<file path="src/rtl/mul_int_arb_if.sv">
// -----------------------------------------------------------------------------
// mul_int_arb_if
// Per-requester channel of the shared-multiplier arbiter. It bundles the
// operand request handshake and the product response handshake of one
// requester.
//   req_valid/req_ready : operand pair handshake (requester -> arbiter)
//   req_a/req_b         : operands, DATA_WIDTH bits each
//   req_signed          : 1 = two's-complement multiply, 0 = unsigned
//   rsp_valid/rsp_ready : product handshake (arbiter -> requester)
//   rsp_data            : product, 2*DATA_WIDTH bits, in request order
// Modports: master = requester side, slave = arbiter side.
// -----------------------------------------------------------------------------
interface mul_int_arb_if #(
    parameter int DATA_WIDTH = 32
);
    logic                      req_valid;
    logic                      req_ready;
    logic [DATA_WIDTH-1:0]     req_a;
    logic [DATA_WIDTH-1:0]     req_b;
    logic                      req_signed;
    logic                      rsp_valid;
    logic                      rsp_ready;
    logic [2*DATA_WIDTH-1:0]   rsp_data;

    modport master (
        output req_valid, req_a, req_b, req_signed, rsp_ready,
        input  req_ready, rsp_valid, rsp_data
    );

    modport slave (
        input  req_valid, req_a, req_b, req_signed, rsp_ready,
        output req_ready, rsp_valid, rsp_data
    );
endinterface

</file>
<file path="src/rtl/mul_int_arb.sv">
// -----------------------------------------------------------------------------
// mul_int_arb
// Shares one external pipelined multiplier between two requesters. Requests are
// granted round-robin, each issued operation is tracked by a shadow pipeline of
// {valid, requester id} running in lockstep with the multiplier, and every
// returning product is steered into that requester's result FIFO. Per-requester
// credits (outstanding operations) cap issue so a FIFO slot always exists and
// the multiplier never has to stall.
// Ports:
//   clk, rst            : clock, synchronous active-high reset
//   ch0, ch1            : requester channels (mul_int_arb_if.slave)
//   mul_valid           : one-cycle issue strobe to the multiplier
//   mul_src0/mul_src1   : registered operands to the multiplier
//   mul_signed          : registered signedness to the multiplier
//   mul_res             : product, valid LATENCY cycles after mul_valid
// -----------------------------------------------------------------------------
module mul_int_arb #(
    parameter int DATA_WIDTH = 32,
    parameter int LATENCY    = 3,
    parameter int FIFO_DEPTH = 4
) (
    input  logic                    clk,
    input  logic                    rst,
    mul_int_arb_if.slave            ch0,
    mul_int_arb_if.slave            ch1,
    output logic                    mul_valid,
    output logic [DATA_WIDTH-1:0]   mul_src0,
    output logic [DATA_WIDTH-1:0]   mul_src1,
    output logic                    mul_signed,
    input  logic [2*DATA_WIDTH-1:0] mul_res
);
    localparam int PW = 2 * DATA_WIDTH;
    localparam int AW = $clog2(FIFO_DEPTH);
    localparam int CW = $clog2(FIFO_DEPTH + 1);

    localparam logic [CW-1:0] CNT_ZERO = CW'(0);
    localparam logic [CW-1:0] CNT_ONE  = CW'(1);
    localparam logic [CW-1:0] CNT_MAX  = CW'(FIFO_DEPTH);
    localparam logic [AW-1:0] PTR_ONE  = AW'(1);

    // Channel signals gathered into vectors indexed by requester id
    logic [1:0]                 req_valid_s;
    logic [1:0]                 rsp_ready_s;
    logic [1:0][DATA_WIDTH-1:0] req_a_s;
    logic [1:0][DATA_WIDTH-1:0] req_b_s;
    logic [1:0]                 req_signed_s;

    logic [1:0] elig_s;
    logic [1:0] cand_s;
    logic [1:0] grant_s;
    logic [1:0] req_ready_s;
    logic [1:0] req_hs_s;
    logic [1:0] rsp_valid_s;
    logic [1:0] rsp_hs_s;
    logic [1:0] fifo_wr_s;

    // Architectural state
    logic [1:0][CW-1:0]           cnt_q, cnt_d;
    logic                         last_grant_q, last_grant_d;
    logic                         mul_valid_q, mul_valid_d;
    logic [DATA_WIDTH-1:0]        mul_src0_q, mul_src0_d;
    logic [DATA_WIDTH-1:0]        mul_src1_q, mul_src1_d;
    logic                         mul_signed_q, mul_signed_d;
    logic                         mul_id_q, mul_id_d;
    logic [LATENCY-1:0]           sh_valid_q, sh_valid_d;
    logic [LATENCY-1:0]           sh_id_q, sh_id_d;
    logic [1:0][FIFO_DEPTH-1:0][PW-1:0] mem_q, mem_d;
    logic [1:0][AW-1:0]           wr_ptr_q, wr_ptr_d;
    logic [1:0][AW-1:0]           rd_ptr_q, rd_ptr_d;
    logic [1:0][CW-1:0]           occ_q, occ_d;

    assign req_valid_s  = {ch1.req_valid, ch0.req_valid};
    assign rsp_ready_s  = {ch1.rsp_ready, ch0.rsp_ready};
    assign req_a_s      = {ch1.req_a, ch0.req_a};
    assign req_b_s      = {ch1.req_b, ch0.req_b};
    assign req_signed_s = {ch1.req_signed, ch0.req_signed};

    assign ch0.req_ready = req_ready_s[0];
    assign ch1.req_ready = req_ready_s[1];
    assign ch0.rsp_valid = rsp_valid_s[0];
    assign ch1.rsp_valid = rsp_valid_s[1];
    assign ch0.rsp_data  = mem_q[0][rd_ptr_q[0]];
    assign ch1.rsp_data  = mem_q[1][rd_ptr_q[1]];

    assign mul_valid  = mul_valid_q;
    assign mul_src0   = mul_src0_q;
    assign mul_src1   = mul_src1_q;
    assign mul_signed = mul_signed_q;

    // The product leaving the shadow pipeline goes to the FIFO of its requester
    assign fifo_wr_s = {sh_valid_q[LATENCY-1] &  sh_id_q[LATENCY-1],
                        sh_valid_q[LATENCY-1] & ~sh_id_q[LATENCY-1]};

    // Round-robin grant among valid requesters that still hold a credit
    always_comb begin
        for (int n = 0; n < 2; n++) begin
            // Eligibility uses the registered count, so a same-cycle pop does
            // not free a credit until the following cycle.
            elig_s[n]      = (cnt_q[n] < CNT_MAX);
            rsp_valid_s[n] = (occ_q[n] != CNT_ZERO);
        end
        cand_s = req_valid_s & elig_s;
        case (cand_s)
            2'b01:   grant_s = 2'b01;
            2'b10:   grant_s = 2'b10;
            2'b11:   grant_s = last_grant_q ? 2'b01 : 2'b10;
            default: grant_s = 2'b00;
        endcase
        if (rst) begin
            req_ready_s = 2'b00;
        end else begin
            req_ready_s = grant_s;
        end
        req_hs_s = req_ready_s & req_valid_s;
        rsp_hs_s = rsp_valid_s & rsp_ready_s;
    end

    // Issue register, grant history and shadow pipeline next state
    always_comb begin
        mul_src0_d   = mul_src0_q;
        mul_src1_d   = mul_src1_q;
        mul_signed_d = mul_signed_q;
        mul_id_d     = mul_id_q;
        last_grant_d = last_grant_q;
        mul_valid_d  = |req_hs_s;
        if (req_hs_s[1]) begin
            mul_src0_d   = req_a_s[1];
            mul_src1_d   = req_b_s[1];
            mul_signed_d = req_signed_s[1];
            mul_id_d     = 1'b1;
            last_grant_d = 1'b1;
        end else if (req_hs_s[0]) begin
            mul_src0_d   = req_a_s[0];
            mul_src1_d   = req_b_s[0];
            mul_signed_d = req_signed_s[0];
            mul_id_d     = 1'b0;
            last_grant_d = 1'b0;
        end else begin
            mul_id_d     = mul_id_q;
        end
        // Stage 0 is fed from the issue register so the last stage lines up
        // with the cycle in which mul_res carries the matching product.
        sh_valid_d    = sh_valid_q;
        sh_id_d       = sh_id_q;
        sh_valid_d[0] = mul_valid_q;
        sh_id_d[0]    = mul_id_q;
        for (int i = 1; i < LATENCY; i++) begin
            sh_valid_d[i] = sh_valid_q[i-1];
            sh_id_d[i]    = sh_id_q[i-1];
        end
    end

    // Result FIFOs and credit counters next state
    always_comb begin
        mem_d = mem_q;
        for (int n = 0; n < 2; n++) begin
            if (fifo_wr_s[n]) begin
                mem_d[n][wr_ptr_q[n]] = mul_res;
                wr_ptr_d[n]           = wr_ptr_q[n] + PTR_ONE;
            end else begin
                wr_ptr_d[n]           = wr_ptr_q[n];
            end
            if (rsp_hs_s[n]) begin
                rd_ptr_d[n] = rd_ptr_q[n] + PTR_ONE;
            end else begin
                rd_ptr_d[n] = rd_ptr_q[n];
            end
            case ({fifo_wr_s[n], rsp_hs_s[n]})
                2'b10:   occ_d[n] = occ_q[n] + CNT_ONE;
                2'b01:   occ_d[n] = occ_q[n] - CNT_ONE;
                default: occ_d[n] = occ_q[n];
            endcase
            case ({req_hs_s[n], rsp_hs_s[n]})
                2'b10:   cnt_d[n] = cnt_q[n] + CNT_ONE;
                2'b01:   cnt_d[n] = cnt_q[n] - CNT_ONE;
                default: cnt_d[n] = cnt_q[n];
            endcase
        end
    end

    // State registers; reset discards in-flight work and queued results
    always_ff @(posedge clk) begin
        if (rst) begin
            cnt_q        <= '0;
            last_grant_q <= 1'b1;
            mul_valid_q  <= 1'b0;
            mul_src0_q   <= '0;
            mul_src1_q   <= '0;
            mul_signed_q <= 1'b0;
            mul_id_q     <= 1'b0;
            sh_valid_q   <= '0;
            sh_id_q      <= '0;
            mem_q        <= '0;
            wr_ptr_q     <= '0;
            rd_ptr_q     <= '0;
            occ_q        <= '0;
        end else begin
            cnt_q        <= cnt_d;
            last_grant_q <= last_grant_d;
            mul_valid_q  <= mul_valid_d;
            mul_src0_q   <= mul_src0_d;
            mul_src1_q   <= mul_src1_d;
            mul_signed_q <= mul_signed_d;
            mul_id_q     <= mul_id_d;
            sh_valid_q   <= sh_valid_d;
            sh_id_q      <= sh_id_d;
            mem_q        <= mem_d;
            wr_ptr_q     <= wr_ptr_d;
            rd_ptr_q     <= rd_ptr_d;
            occ_q        <= occ_d;
        end
    end
endmodule
</file>
<file path="src/flat_wrapper.sv">
// flat-port wrapper written by rule: the top's interface ports become plain ports
module mul_int_arb_flat 
#(
    parameter int DATA_WIDTH = 32,
    parameter int LATENCY    = 3,
    parameter int FIFO_DEPTH = 4
)
  (clk, rst, mul_valid, mul_src0, mul_src1, mul_signed, mul_res, ch0_req_valid, ch0_req_a, ch0_req_b, ch0_req_signed, ch0_rsp_ready, ch0_req_ready, ch0_rsp_valid, ch0_rsp_data, ch1_req_valid, ch1_req_a, ch1_req_b, ch1_req_signed, ch1_rsp_ready, ch1_req_ready, ch1_rsp_valid, ch1_rsp_data);
  mul_int_arb_if #(.DATA_WIDTH(DATA_WIDTH)) ch0_i ();
  mul_int_arb_if #(.DATA_WIDTH(DATA_WIDTH)) ch1_i ();
  input  logic clk;
  input  logic rst;
  output logic mul_valid;
  output logic [DATA_WIDTH-1:0] mul_src0;
  output logic [DATA_WIDTH-1:0] mul_src1;
  output logic mul_signed;
  input  logic [2*DATA_WIDTH-1:0] mul_res;
  input wire logic [$bits(ch0_i.req_valid)-1:0] ch0_req_valid;
  input wire logic [$bits(ch0_i.req_a)-1:0] ch0_req_a;
  input wire logic [$bits(ch0_i.req_b)-1:0] ch0_req_b;
  input wire logic [$bits(ch0_i.req_signed)-1:0] ch0_req_signed;
  input wire logic [$bits(ch0_i.rsp_ready)-1:0] ch0_rsp_ready;
  output wire logic [$bits(ch0_i.req_ready)-1:0] ch0_req_ready;
  output wire logic [$bits(ch0_i.rsp_valid)-1:0] ch0_rsp_valid;
  output wire logic [$bits(ch0_i.rsp_data)-1:0] ch0_rsp_data;
  input wire logic [$bits(ch1_i.req_valid)-1:0] ch1_req_valid;
  input wire logic [$bits(ch1_i.req_a)-1:0] ch1_req_a;
  input wire logic [$bits(ch1_i.req_b)-1:0] ch1_req_b;
  input wire logic [$bits(ch1_i.req_signed)-1:0] ch1_req_signed;
  input wire logic [$bits(ch1_i.rsp_ready)-1:0] ch1_rsp_ready;
  output wire logic [$bits(ch1_i.req_ready)-1:0] ch1_req_ready;
  output wire logic [$bits(ch1_i.rsp_valid)-1:0] ch1_rsp_valid;
  output wire logic [$bits(ch1_i.rsp_data)-1:0] ch1_rsp_data;
  assign ch0_i.req_valid = ch0_req_valid;
  assign ch0_i.req_a = ch0_req_a;
  assign ch0_i.req_b = ch0_req_b;
  assign ch0_i.req_signed = ch0_req_signed;
  assign ch0_i.rsp_ready = ch0_rsp_ready;
  assign ch0_req_ready = ch0_i.req_ready;
  assign ch0_rsp_valid = ch0_i.rsp_valid;
  assign ch0_rsp_data = ch0_i.rsp_data;
  assign ch1_i.req_valid = ch1_req_valid;
  assign ch1_i.req_a = ch1_req_a;
  assign ch1_i.req_b = ch1_req_b;
  assign ch1_i.req_signed = ch1_req_signed;
  assign ch1_i.rsp_ready = ch1_rsp_ready;
  assign ch1_req_ready = ch1_i.req_ready;
  assign ch1_rsp_valid = ch1_i.rsp_valid;
  assign ch1_rsp_data = ch1_i.rsp_data;
  mul_int_arb #(.DATA_WIDTH(DATA_WIDTH), .LATENCY(LATENCY), .FIFO_DEPTH(FIFO_DEPTH)) u_core (.clk(clk), .rst(rst), .ch0(ch0_i), .ch1(ch1_i), .mul_valid(mul_valid), .mul_src0(mul_src0), .mul_src1(mul_src1), .mul_signed(mul_signed), .mul_res(mul_res));
endmodule
</file>
<file path="config.mk">
export PLATFORM = sky130hd
export DESIGN_NAME = mul_int_arb_flat
export DESIGN_NICKNAME = d
export VERILOG_FILES = /design/src/rtl/mul_int_arb_if.sv /design/src/rtl/mul_int_arb.sv /design/src/flat_wrapper.sv
export SDC_FILE = /design/constraint.sdc
export NUM_CORES = 1
export LEC_CHECK = 0
export CORE_MARGIN = 2
export CORE_UTILIZATION = 40
export DETAILED_ROUTE_END_ITERATION = 16
export PLACE_DENSITY = 0.66
export REMOVE_ABC_BUFFERS = 1
export SLEW_MARGIN = 25
export SYNTH_ARGS = -nofsm -noshare
export SYNTH_HDL_FRONTEND = slang
export SYNTH_SLANG_ARGS = --single-unit
</file>
<file path="constraint.sdc">
create_clock -name clk -period 5.97 [get_ports clk]
set_clock_uncertainty 0.15 [all_clocks]
set_input_delay 1.194 -clock clk [delete_from_list [all_inputs] [get_ports clk]]
set_output_delay 1.194 -clock clk [all_outputs]
set_load 0.05 [all_outputs]
</file>
# Word level (Yosys, flattened, before mapping)
# Index checks and enable logic that the tools add are counted.
# classes
n_addsub,12
order_cmp,8
n_eq_ne,11
muxes,25
bitwise,6
reduce_logical,11
# ops
op,count
256-bit bitwise mux,2
64-bit binary-select mux with 2-bit select,2
64-bit demux with 2-bit select,2
64-bit 2-to-1 mux,4
32-bit 2-to-1 mux,4
3-bit one-hot mux with 2 select lines,4
"3-bit by 1-bit adder with 3-bit output, second input constant",4
"2-bit equality test, second input constant",6
"2-bit by 3-bit < comparator with 1-bit output, second input constant",4
"3-bit by 1-bit subtractor with 3-bit output, second input constant",4
"2-bit by 1-bit equality test with 1-bit output, second input constant",5
2-bit nonzero test,5
"2-bit by 1-bit adder with 2-bit output, second input constant",4
2-bit bitwise AND,3
"3-bit < comparator, second input constant",2
2-bit one-hot mux with 3 select lines,1
3-bit nonzero test,2
"2-bit by 1-bit >= comparator with 1-bit output, second input constant",2
1-bit 2-to-1 mux,4
2-bit 2-to-1 mux,2
2-bit OR reduction,2
1-bit bitwise AND,2
1-bit logical AND,2
1-bit inverter,1
# totals
reg_bits,606
in_bits,200
out_inout_bits,198
word_cells,97

# Longest topological paths before layout
# Gate-level depths: netlist of the first run.
# depth
word_depth,8
depth_mapped,11
depth_no_buf,8

# Worst setup path before layout of the first run
# OpenSTA, ideal clock, no wires.
# synth_timing
path_type,in2reg
startpoint,input rst
endpoint,register u_core.cnt_q[5] (netlist bit)
setup_ns,0.070
arrival_ns,4.007
required_time_ns,5.750
slack_ns,1.742
cell_stages,11
path_buffers,3
cell_sequence,or3b_1 -> clkbuf_1 -> buf_6 -> clkbuf_1 -> nor2_1 -> inv_1 -> ha_1 -> fa_1 -> xnor2_1 -> or3_1 -> a21oi_1
# synth_via
elab_chain_len,4
word_cells_on_any_way,6
classes_between,2 x eq/ne; 2 x mux; 1 x bitwise; 1 x reduce/logical
# synth_lines
element,line,source
start: declaration,flat_wrapper.sv:12,input logic rst;
2-bit 2-to-1 mux (*),mul_int_arb.sv:109,if (rst) begin
net ch1_req_ready,flat_wrapper.sv:31,output wire logic [$bits(ch1_i.req_ready)-1:0] ch1_req_ready;
2-bit bitwise AND (*),mul_int_arb.sv:114,req_hs_s = req_ready_s & req_valid_s;
2-bit by 1-bit equality test with 1-bit output or 2-bit equality test (tied branches),mul_int_arb.sv:173,"case ({req_hs_s[n], rsp_hs_s[n]})"
3-bit one-hot mux with 2 select lines or 2-bit nonzero test (tied branches),-,
end signal: assignment,mul_int_arb.sv:198,cnt_q <= cnt_d;
end: declaration,mul_int_arb.sv:58,"logic [1:0][CW-1:0] cnt_q, cnt_d;"
# The timed path passes the listed nets; every way through them passes the cells marked *.
# A chain may end at the register's enable or synchronous reset.

# Final worst setup path of the first run
# layout_timing
startpoint,register u_core.rd_ptr_q[0] (netlist bit)
endpoint,output ch0_rsp_data[9]
# layout_via
elab_chain_len,2
# layout_lines
element,line,source
start: declaration,mul_int_arb.sv:69,"logic [1:0][AW-1:0] rd_ptr_q, rd_ptr_d;"
start signal: assignment,mul_int_arb.sv:209,rd_ptr_q <= rd_ptr_d;
64-bit binary-select mux with 2-bit select,mul_int_arb.sv:82,assign ch0.rsp_data = mem_q[0][rd_ptr_q[0]];
64-bit 2-to-1 mux (implied by the code),mul_int_arb.sv:82,
end: declaration,flat_wrapper.sv:25,output wire logic [$bits(ch0_i.rsp_data)-1:0] ch0_rsp_data;
# Every way passes these cells. The select of a mux whose other input is x is not followed.

==> results of run 1 <==
[kinds of logic (layout without fill, tap and decap cells)]
kind of cell | count (synthesis) | after routing | synth area share, %
AND/OR/NAND/NOR | 1147 | 1147 | 17.9
AO/OA/AOI/OAI | 726 | 726 | 15.9
flip-flops | 606 | 606 | 46.6
buffers and inverters | 404 | 643 | 7.01
multiplexers | 130 | 130 | 11.2
adder cells (fa/ha/maj) | 16 | 16 | 0.885
XOR/XNOR | 14 | 14 | 0.471
other | 0 | 1 | 0
[sequential cells by signal, summed over array words and instances (netlist names)]
signal	count
u_core.cnt_q	6
u_core.last_grant_q	1
u_core.mem_q	512
u_core.mul_id_q	1
u_core.mul_signed	1
u_core.mul_src0	32
u_core.mul_src1	32
u_core.mul_valid	1
u_core.occ_q	6
u_core.rd_ptr_q	4
u_core.sh_id_q	3
u_core.sh_valid_q	3
u_core.wr_ptr_q	4
[power by group through the flow]
stage	sequential (mW)	clock, mW	combinational, mW
finish	4.16	4.38	0.884
floorplan	4.40	0	0.279
CTS	4.16	4.47	0.889
detailed placement	4.25	0	0.885
global route	4.17	4.64	0.940
global placement	4.25	0	0.888
[layer usage]
layer | GRT usage (%) | share of wire, %
met2 | 41.0 | 49
met3 | 5.89 | 8.3
met5 | 0 | 0.024
met1 | 31.0 | 41
met4 | 6.66 | 2.0
[metrics by stage]
stage	instance area [um^2]	total power, mW	cells	hold slack (ns)	util [%]
after global routing	32300	9.75	4138	0.309	50.2
after CTS	32300	9.52	4137	0.292	50.2
final	32300	9.43	4138	0.285	50.2
after global placement	29900	5.14	4011	0.274	46.5
after floorplan	24500	4.67	2721	0.264	-
after detailed placement	29900	5.14	4011	0.278	46.5
[placed cells by master (no fill, tap or decap), drive strengths merged, types with 7 or more instances in the layout]
cell / instances
a31oi: 65
or3: 7
xor2: 9
o31a: 67
nand2: 1027
clkinv: 14
clkdlybuf4s50: 396
nor3b: 66
nor2: 19
inv: 83
o21a: 65
buf: 39
ha: 12
a21oi: 520
clkbuf: 105
dfxtp: 606
nor2b: 7
mux4: 128
[worst max-delay path, cell delays in order, from the launching register on]
cell,delay (ns)
sky130_fd_sc_hd__dfxtp_4,0.91
sky130_fd_sc_hd__buf_4,0.46
sky130_fd_sc_hd__mux4_2,0.61
sky130_fd_sc_hd__clkdlybuf4s50_1,0.73
[layout make-up]
cell class | instances | area (um^2) | share of cell area (%)
timing repair buffer | 435 | 4280 | 13.2
inverter | 82 | 308 | 0.953
clock inverter | 21 | 263 | 0.813
tap | 855 | 1070 | 3.31
sequential | 606 | 12100 | 37.6
multi-input combinational | 2033 | 12100 | 37.5
clock buffer | 105 | 2110 | 6.52
antenna | 1 | 2.50 | 0.00775
[worst max path at each step]
stage	to	cells past startpoint	from
finish	ch0_rsp_data[9]	3	u_core.rd_ptr_q[0]$_SDFFE_PP0N_
CTS	ch0_rsp_data[9]	3	u_core.rd_ptr_q[0]$_SDFFE_PP0N_
detailed placement	ch1_req_ready	4	ch0_req_valid
global route	ch0_rsp_data[9]	3	u_core.rd_ptr_q[0]$_SDFFE_PP0N_
floorplan	u_core.cnt_q[5]$_SDFFE_PP0P_	8	ch0_req_valid
global placement	ch1_req_ready	4	ch0_req_valid
==> metrics list, run 1 <==
- In this run, CTS created clock tree buffers numbering 69.
* Pwr dens: 292 nW/um^2
- Max clock buf depth: 3
- Post-detailed-route via-to-cell ratio: 5.32
* WP data arrival: 3.34 ns
* Hold-fix buffers at CTS: 0
* Via count of the first global-routing pass: 21600
- Clock Root Buffer: sky130_fd_sc_hd__clkbuf_16
* LEAKAGE: 10.4 nW
- By startpoint and endpoint, the worst setup path is classified as reg2out.
* Total routing resource utilization after global routing: 24.3%
- TritonCTS built the clock tree.
- Measured along the y axis, the die boundary spans 259 um.
- Post-cts sizing count: 0
- Per report_power, the sequential group accounts for 44.1% of the total.
- Internal Pwr Total: 7.11 mW
* Count of nets after finishing: 3443
- Worst slew margin relative to its limit: 29.7%
* Total standard cell area after synthesis: 26000 um^2
* Placement Setup Slack: 1.42 ns
- Pin count of the biggest net entering global routing: 201
- The worst setup path is launched from a flip-flop.
- Violation count after the first detailed-routing iteration: 1698
* Crit. End Element: output pin
* Estimated wirelength of the detail-placed design: 47900 um
- Capture endpoint of the worst hold path: u_core.sh_valid_q[2]$_SDFF_PP0_
* Total Die Area: 67100 um^2
- After detailed routing, the number of remaining DRC violations is 0.
* Sw frac: 24.6%
- Once the floorplan was initialized, standard cells occupied 40.4% of the core.
* Last weighted congestion value of the routability-driven placer: 0.773
* Post-layout worst setup margin: 1.28 ns
- For the worst setup path, the data required time is 4.63 ns.
- After detailed routing, the total wire length is 82600 um.
- Number of warnings issued by yosys: 0
- The synthesized design spends more area on one cell type than any other, namely sky130_fd_sc_hd__dfxtp_1.
- In this run the worst path has a maximum fanout of 34.
- In the synthesized netlist the async set-or-reset flop fraction comes to 0%.
- Worst-margin pin slew: 1.05 ns
- Worst min path class: reg2reg
- The number of pins with negative max-slew slack in the final report was 0.
* H-tree levels: 3
* Number of standard cells after synthesis: 3043
* Worst hold path cell count: 1
* Launching point of the worst reg2reg path: u_core.sh_valid_q[2]$_SDFF_PP0_
- Post-synth top area share: 46.6%
- From synthesis to final layout, the design area changed by 24.2%.
- The worst-case IR drop observed on VDD is 0.202 mV.
* Logic depth of the worst register-to-register path: 4
- In the final routed layout, each cell accounts on average for 20.0 um.
- The floorplan has 93 rows.
- Synth area leaders: sky130_fd_sc_hd__dfxtp_1 (47%), sky130_fd_sc_hd__nand2_1 (15%), sky130_fd_sc_hd__mux4_2 (11%)
- Number of violations of the max-capacitance limit: 0
* Setup TNS Final: 0 ns
- Number of hold-slack violations in the final timing report: 0
* Reg2reg setup slack: 3.08 ns
- In this run the standard cell core region covers 64300 um^2.
- Counting instances in the post-synthesis netlist gives the leading cell types as sky130_fd_sc_hd__nand2_1 (1027), sky130_fd_sc_hd__dfxtp_1 (606), sky130_fd_sc_hd__a21oi_1 (520).
- Initial antenna violation count: 3
- # Post-CTS Setup Buffers: 0
* Setup repair after global routing missed its margin: false
* Sw Pwr: 2.32 mW
* Clock power frac: 46.5%
- Combinational logic burns 9.4% of the power.
- Before antenna repair, the detailed router went through 5 iterations.
- Mean cell area of the mapped netlist: 8.55 um^2
* Port buffer count: 397
- In the finished design, the share of the clock period the worst path needs comes to 78.5%.
* Seq cells post-synth: 606
- CTS saw 606 sinks.
- Reg-to-Reg End: u_core.mem_q[236]$_SDFFE_PP0P_
- Predominant post-synthesis flop cell: sky130_fd_sc_hd__dfxtp_1
* Maximum clock frequency: 213 MHz
- 398 I/O pins were placed.
- Across all layers, the routed design uses 22000 vias.
- Worst-skew pair later-pin latency: 0.60 ns
- Share of cells above drive strength 1: 9.08%
- Share of synthesized area occupied by flip-flops and latches: 46.6%
- Number of synthesized flops with an enable pin: 0
* Width of the die: 259 um
- In this run the most critical hold path is launched from u_core.sh_valid_q[1]$_SDFF_PP0_.
- Counting I/O delays and the setup requirement, the final critical path takes 4.69 ns.
- Clock-pin slew on the worst setup and hold paths: 0.06 ns
- The run finished with clean final reports.
- The total overflow left after global routing is 0.
- Among all cell types in the netlist, the one instantiated most often is sky130_fd_sc_hd__nand2_1.
- The layout has 6014 filler cells.
- Yosys mapped the design onto 33 distinct sky130hd cell types.
- Detail Route Antenna Nets: 0
- Setup violations remaining at the end of the flow were counted as 0.
* Global-route wire length before repair: 128000 um
No activity file was read; power rests on OpenSTA's default activity.
==> run 2, diff against run 1 <==
==> constraint.sdc (replaced) <==
create_clock -name clk -period 4.6 [get_ports clk]
set_clock_uncertainty 0.15 [all_clocks]
set_input_delay 0.92 -clock clk [delete_from_list [all_inputs] [get_ports clk]]
set_output_delay 0.92 -clock clk [all_outputs]
set_load 0.05 [all_outputs]
==> metrics list, run 2 (synthesis gave the netlist of run 1 again) <==
- Finished Core Util: 50.3% (+0.093 points)
* Setup repair after global routing missed its margin: false
* Reg-to-Reg End: u_core.mem_q[228]$_SDFFE_PP0P_
- The die area is 67100 um^2 (unchanged).
- Maximum clock frequency: 247 MHz
- The number of filler instances in the final layout came to 6086 (+1.2%).
* H-tree levels: 3 (unchanged)
- The width of the die came to 259 um (unchanged).
- The total of cells resized after clock tree synthesis came to 0 (unchanged).
- The initial cell density of the core is 40.4% (unchanged).
- Initial antenna violation count: 1 (-2)
- Estimated wirelength of the detail-placed design: 48400 um (+1.1%)
* Register bank with the most flops: u_core.mem_q
- The total clock buffers created by CTS is 68 (-1.4%).
- Routed wire per std cell: 19.9 um (-0.31%)
- Global-route wire length before repair: 126000 um (-1.0%)
* Hold-fix buffers at CTS: 0 (unchanged)
- The number of rows created at floorplan was 93 (unchanged).
- Core Area: 64300 um^2 (unchanged)
- Capture endpoint of the worst hold path: u_core.sh_valid_q[2]$_SDFF_PP0_
- Worst-skew pair later-pin latency: 0.59 ns (about the same)
* Run status: finished, final reports clean
* Port buffer count: 397 (unchanged)
- The cell leakage power was 10.4 nW (about the same).
- # clock sinks: 606 (unchanged)
* Last weighted congestion value of the routability-driven placer: 0.754 (-2.4%)
* Most frequent cells in the layout: sky130_fd_sc_hd__nand2_1 (1027), sky130_fd_sc_hd__dfxtp_1 (602), sky130_fd_sc_hd__a21oi_1 (520), sky130_fd_sc_hd__clkdlybuf4s50_1 (395), sky130_fd_sc_hd__mux4_2 (128)
* DR pass1 iterations: 5 (unchanged)
- The endpoint required time on the critical path came to 3.53 ns (-1.10 ns).
- The number of setup violations in the final report was 0 (unchanged).
- The number of placed I/O pins is 398 (unchanged).
- Most common library cell in the layout ignoring fill and taps: sky130_fd_sc_hd__nand2_1
- Type of element launching the critical path: flip-flop
* Share of cells above drive strength 1: 8.97% (-0.11 points)
- Post-detailed-routing wire length: 82300 um (-0.39%)
- The total power consumption of the routed design was 12.1 mW (+28%).
* Launch point of the worst hold path: u_core.sh_valid_q[1]$_SDFF_PP0_
* Total DRC errors in the routed layout: 0 (unchanged)
* Detail Route Antenna Nets: 0 (unchanged)
- The post-detailed-route via-to-cell ratio is 5.32 (about the same).
* # Post-CTS Setup Buffers: 0 (unchanged)
* Filler-free cell count of the finished design: 4135 (-0.072%)
* Launching point of the worst reg2reg path: u_core.sh_valid_q[2]$_SDFF_PP0_
- The instance count along the most critical hold path came to 1 (unchanged).
- Counting I/O delays and the setup requirement, the final critical path takes 4.04 ns.
* Final global-route overflow total: 0 (unchanged)
- The die outline height was 259 um (unchanged).
- Final period util: 87.9%
* Reg2reg setup slack: 1.85 ns (-1.23 ns)
* Peak ir drop on the vdd network: 0.292 mV (+44%)
- TritonCTS built the clock tree.
* Count of nets after finishing: 3441 (-0.058%)
- The root buffer cell chosen for the clock tree is sky130_fd_sc_hd__clkbuf_16.
- The total power per unit cell area came to 373 nW/um^2 (+28%).
- Clock-pin slew on the worst setup and hold paths: 0.06 ns (about the same)
* Worst min path class: reg2reg
* Multi-input gate area in the final layout: 12100 um^2 (about the same)
* Critical path fanouts, max: 24 (-29%)
- Critical Setup Path Class: reg2out
* Via count of the first global-routing pass: 21400 (-0.73%)
- The number of pins with negative max-slew slack in the final report came to 0 (unchanged).
- The global-route usage over all layers was 24.1% (-0.19 points).
* Setup TNS Final: 0 ns (unchanged)
* Max reg flops: 512 (unchanged)
- Worst slew margin relative to its limit: 30.9% (+1.2 points)
- The hold violation count in the final report came to 0 (unchanged).
* Vias: 22000 (-0.036%)
* Worst-margin pin slew: 1.04 ns (-0.0176 ns)
- Number of violations of the max-capacitance limit: 0 (unchanged)
* Max clock buf depth: 3 (unchanged)
- Crit. End Element: output pin
- Total instance count after detailed placement: 4010 (-0.025%)
* WP data arrival: 2.97 ns (-0.37 ns)
* Sequential cell area: 12100 um^2 (unchanged)
- The largest net degree at the start of global routing is 178 (-11%).
* Logic depth of the worst register-to-register path: 4 (unchanged)
* Area growth from synthesis to final layout: 24.4%
* Violation count after the first detailed-routing iteration: 1830 (+7.8%)
## run 2: worst max-delay path by stage
stage / startpoint / endpoint / cells after the start
4_1_cts: u_core.rd_ptr_q[0]$_SDFFE_PP0N_ / ch0_rsp_data[11] / 3
6_report: u_core.rd_ptr_q[0]$_SDFFE_PP0N_ / ch0_rsp_data[11] / 3
3_3_place_gp: ch1_req_valid / ch0_req_ready / 5
5_1_grt: u_core.rd_ptr_q[0]$_SDFFE_PP0N_ / ch0_rsp_data[11] / 3
3_5_place_dp: ch1_req_valid / ch0_req_ready / 5
2_1_floorplan: ch0_req_valid / u_core.cnt_q[5]$_SDFFE_PP0P_ / 8
## run 2: power by group
part | switching (mW) | leakage, nW | total, mW | internal [mW]
clock | 2.27 | 1.11 | 5.50 | 3.24
sequential | 0.0635 | 4.91 | 5.39 | 5.33
combinational | 0.710 | 4.42 | 1.17 | 0.460
total | 3.04 | 10.4 | 12.1 | 9.02
## run 2: worst max-delay path, stage by stage, from the launching register on
cell and delay, ns:
sky130_fd_sc_hd__dfxtp_4 0.68, sky130_fd_sc_hd__buf_12 0.31, sky130_fd_sc_hd__mux4_2 0.53, sky130_fd_sc_hd__clkdlybuf4s50_1 0.84
## run 2: through the flow
| stage | hold WS (ns) | setup slack (ns) | cell area, um^2 |
|---|---|---|---|
| 5_1_grt | 0.305 | 0.404 | 32400 |
| 4_1_cts | 0.290 | 0.460 | 32400 |
| 6_report | 0.284 | 0.558 | 32400 |
| 2_1_floorplan | 0.264 | -0.873 | 24500 |
| 3_3_place_gp | 0.273 | 0.707 | 30100 |
| 3_5_place_dp | 0.277 | 0.692 | 30100 |
## run 2: cell type report
type | count | area share, %
antenna | 1 | 0.00773
clock buffer | 103 | 6.26
sequential | 606 | 37.5
tap | 855 | 3.31
timing repair buffer | 434 | 13.8
inverter | 82 | 0.951
multi-input combinational | 2033 | 37.5
clock inverter | 21 | 0.711
## run 2: per-layer routing
layer	GRT usage (%)	vias up	part of all wire [%]
li1	-	10600	-
met1	30.9	10600	42
met2	41.0	716	48
met3	5.50	121	7.4
met4	6.12	0	2.2
met5	0	-	0
==> patch, RTL diff (settings of run 2) <==
`DATA_WIDTH` is set to 32 in 3 places; all go to 36.
--- a/src/rtl/mul_int_arb_if.sv
+++ b/src/rtl/mul_int_arb_if.sv
@@ -11,7 +11,7 @@
 // Modports: master = requester side, slave = arbiter side.
 // -----------------------------------------------------------------------------
 interface mul_int_arb_if #(
-    parameter int DATA_WIDTH = 32
+    parameter int DATA_WIDTH = 36
 );
     logic                      req_valid;
     logic                      req_ready;
--- a/src/rtl/mul_int_arb.sv
+++ b/src/rtl/mul_int_arb.sv
@@ -15,7 +15,7 @@
 //   mul_res             : product, valid LATENCY cycles after mul_valid
 // -----------------------------------------------------------------------------
 module mul_int_arb #(
-    parameter int DATA_WIDTH = 32,
+    parameter int DATA_WIDTH = 36,
     parameter int LATENCY    = 3,
     parameter int FIFO_DEPTH = 4
 ) (
--- a/src/flat_wrapper.sv
+++ b/src/flat_wrapper.sv
@@ -1,7 +1,7 @@
 // flat-port wrapper written by rule: the top's interface ports become plain ports
 module mul_int_arb_flat 
 #(
-    parameter int DATA_WIDTH = 32,
+    parameter int DATA_WIDTH = 36,
     parameter int LATENCY    = 3,
     parameter int FIFO_DEPTH = 4
 )
Ports: changed (9 resized); port bits go from 398 to 446. No check against the original RTL was run, so the function may have changed too.
==> patch against run 2 <==
Setup slack improved by 0.062 ns; cell area is 12% higher; global-route usage rose by 0.14 points; sequential cell count grew 72; hold slack improved by 0.015 ns; critical endpoint is now ch0_rsp_data[58]; largest cell class unchanged; core utilization up 0.12 points; area after synthesis up 12%; total power rose by 12%; non-clock buffer count is 54 higher; largest power group unchanged; routed wire length rose by 13%.
==> patch: results <==
group,metric,value,unit
global_route,grt_max_degree,206,
cts,numCtsBuffers,76,
synthesis,seq_area_frac_synth,0.466,
place,dp_hpwl,55700,um
critical_path,reg2reg_slack,1.83,ns
synthesis,yosys-top-cells-area,"dfxtp_1, nand2_1, mux4_2",
outcome,status,"finished, final reports clean",
routing,drt-initial-drc-count,1952,
critical_path,path_max_fanout,37,
place,gp_congestion,0.779,
global_route,grt_pass1_wl,141000,um
sta,relSlewSlack,0.310,
sta,final-max-slew-violation-count,0,
cts,h-tree-depth,3,
cells_and_area,drive_gt1_frac,0.0907,
synthesis,synth_flop_cell,"dfxtp_1",
global_route,first_global_vias,23885,
synthesis,synth_common_cells,"nand2_1, dfxtp_1, a21oi_1",
synthesis,synthesis.area,29100,um2
cells_and_area,nFillCells,6756,
sta,hold_slack,0.299,ns
critical_path,worstPathArrival,2.91,ns
cells_and_area,top_register,"u_core.mem_q",
power_and_ir_drop,p_leak,0.0116,uW
routing,viasPerCell,5.35,
synthesis,synthArstFlopShare,0,
global_route,grt_use_total,0.242,
power_and_ir_drop,ir_drop,273,uV
cells_and_area,largest_reg_flops,576,
routing,drtPass1Iterations,6,
place,place.port_buffers,445,
cells_and_area,layout.nets,3847,
routing,routedWlPerCell,20.2,um
[patch: power breakdown]
group	leakage (uW)	switching (uW)	internal, uW
registers	0.00549	66.9	5960
logic	0.00489	808	513
clock network	0.00124	2510	3690
total	0.0116	3390	10200
[patch: cells by family after synthesis]
family,synth area share
compound gates,0.159
mux,0.112
simple gates,0.178
xor+xnor,0.00421
buf+inv,0.0718
fa+ha+maj,0.00791
flops,0.466
[patch: final cells by class]
type	instances	area, um2	share of cell area
sequential	678	13600	0.376
multi-input combinational	2273	13600	0.375
timing repair buffer	488	4940	0.137
clock buffer	105	2200	0.0609
tap	950	1190	0.0329
clock inverter	27	342	0.00945
inverter	90	338	0.00934
antenna	1	2.50	0.0000692
[patch: worst paths after layout]
| kind | start | endpoint | depth (start not counted) |
|---|---|---|---|
| setup reg to reg | u_core.sh_valid_q[2] | u_core.mem_q[462] | 4 |
| setup / recovery | u_core.rd_ptr_q[0] | ch0_rsp_data[58] | 3 |
| hold / removal | u_core.mem_q[527] | u_core.mem_q[527] | 2 |
| hold reg to reg | u_core.mem_q[527] | u_core.mem_q[527] | 2 |
[patch: through the flow]
step	TNS, ns	instance area (um2)	util	worst slack, ns	instances
after floorplan	-58.70	27400	-	-1.23	3041
after global placement	0	33600	0.468	1.07	4478
after detailed placement	0	33600	0.469	1.09	4479
after CTS	0	36200	0.504	0.572	4611
after global routing	0	36200	0.504	0.522	4612
final	0	36200	0.504	0.620	4612
[patch: worst max-delay path: stages (launching register included)]
cell and delay (ns):
dfxtp_4 0.53, buf_12 0.34, mux4_2 0.62, clkdlybuf4s50_1 0.74
[patch: metal layers]
metal,vias up,global-route usage,wire (um)
met5,-,0,0
met4,0,0.0863,3140
met3,161,0.0537,7190
met2,922,0.404,44800
met1,11756,0.308,37900
li1,11824,-,-
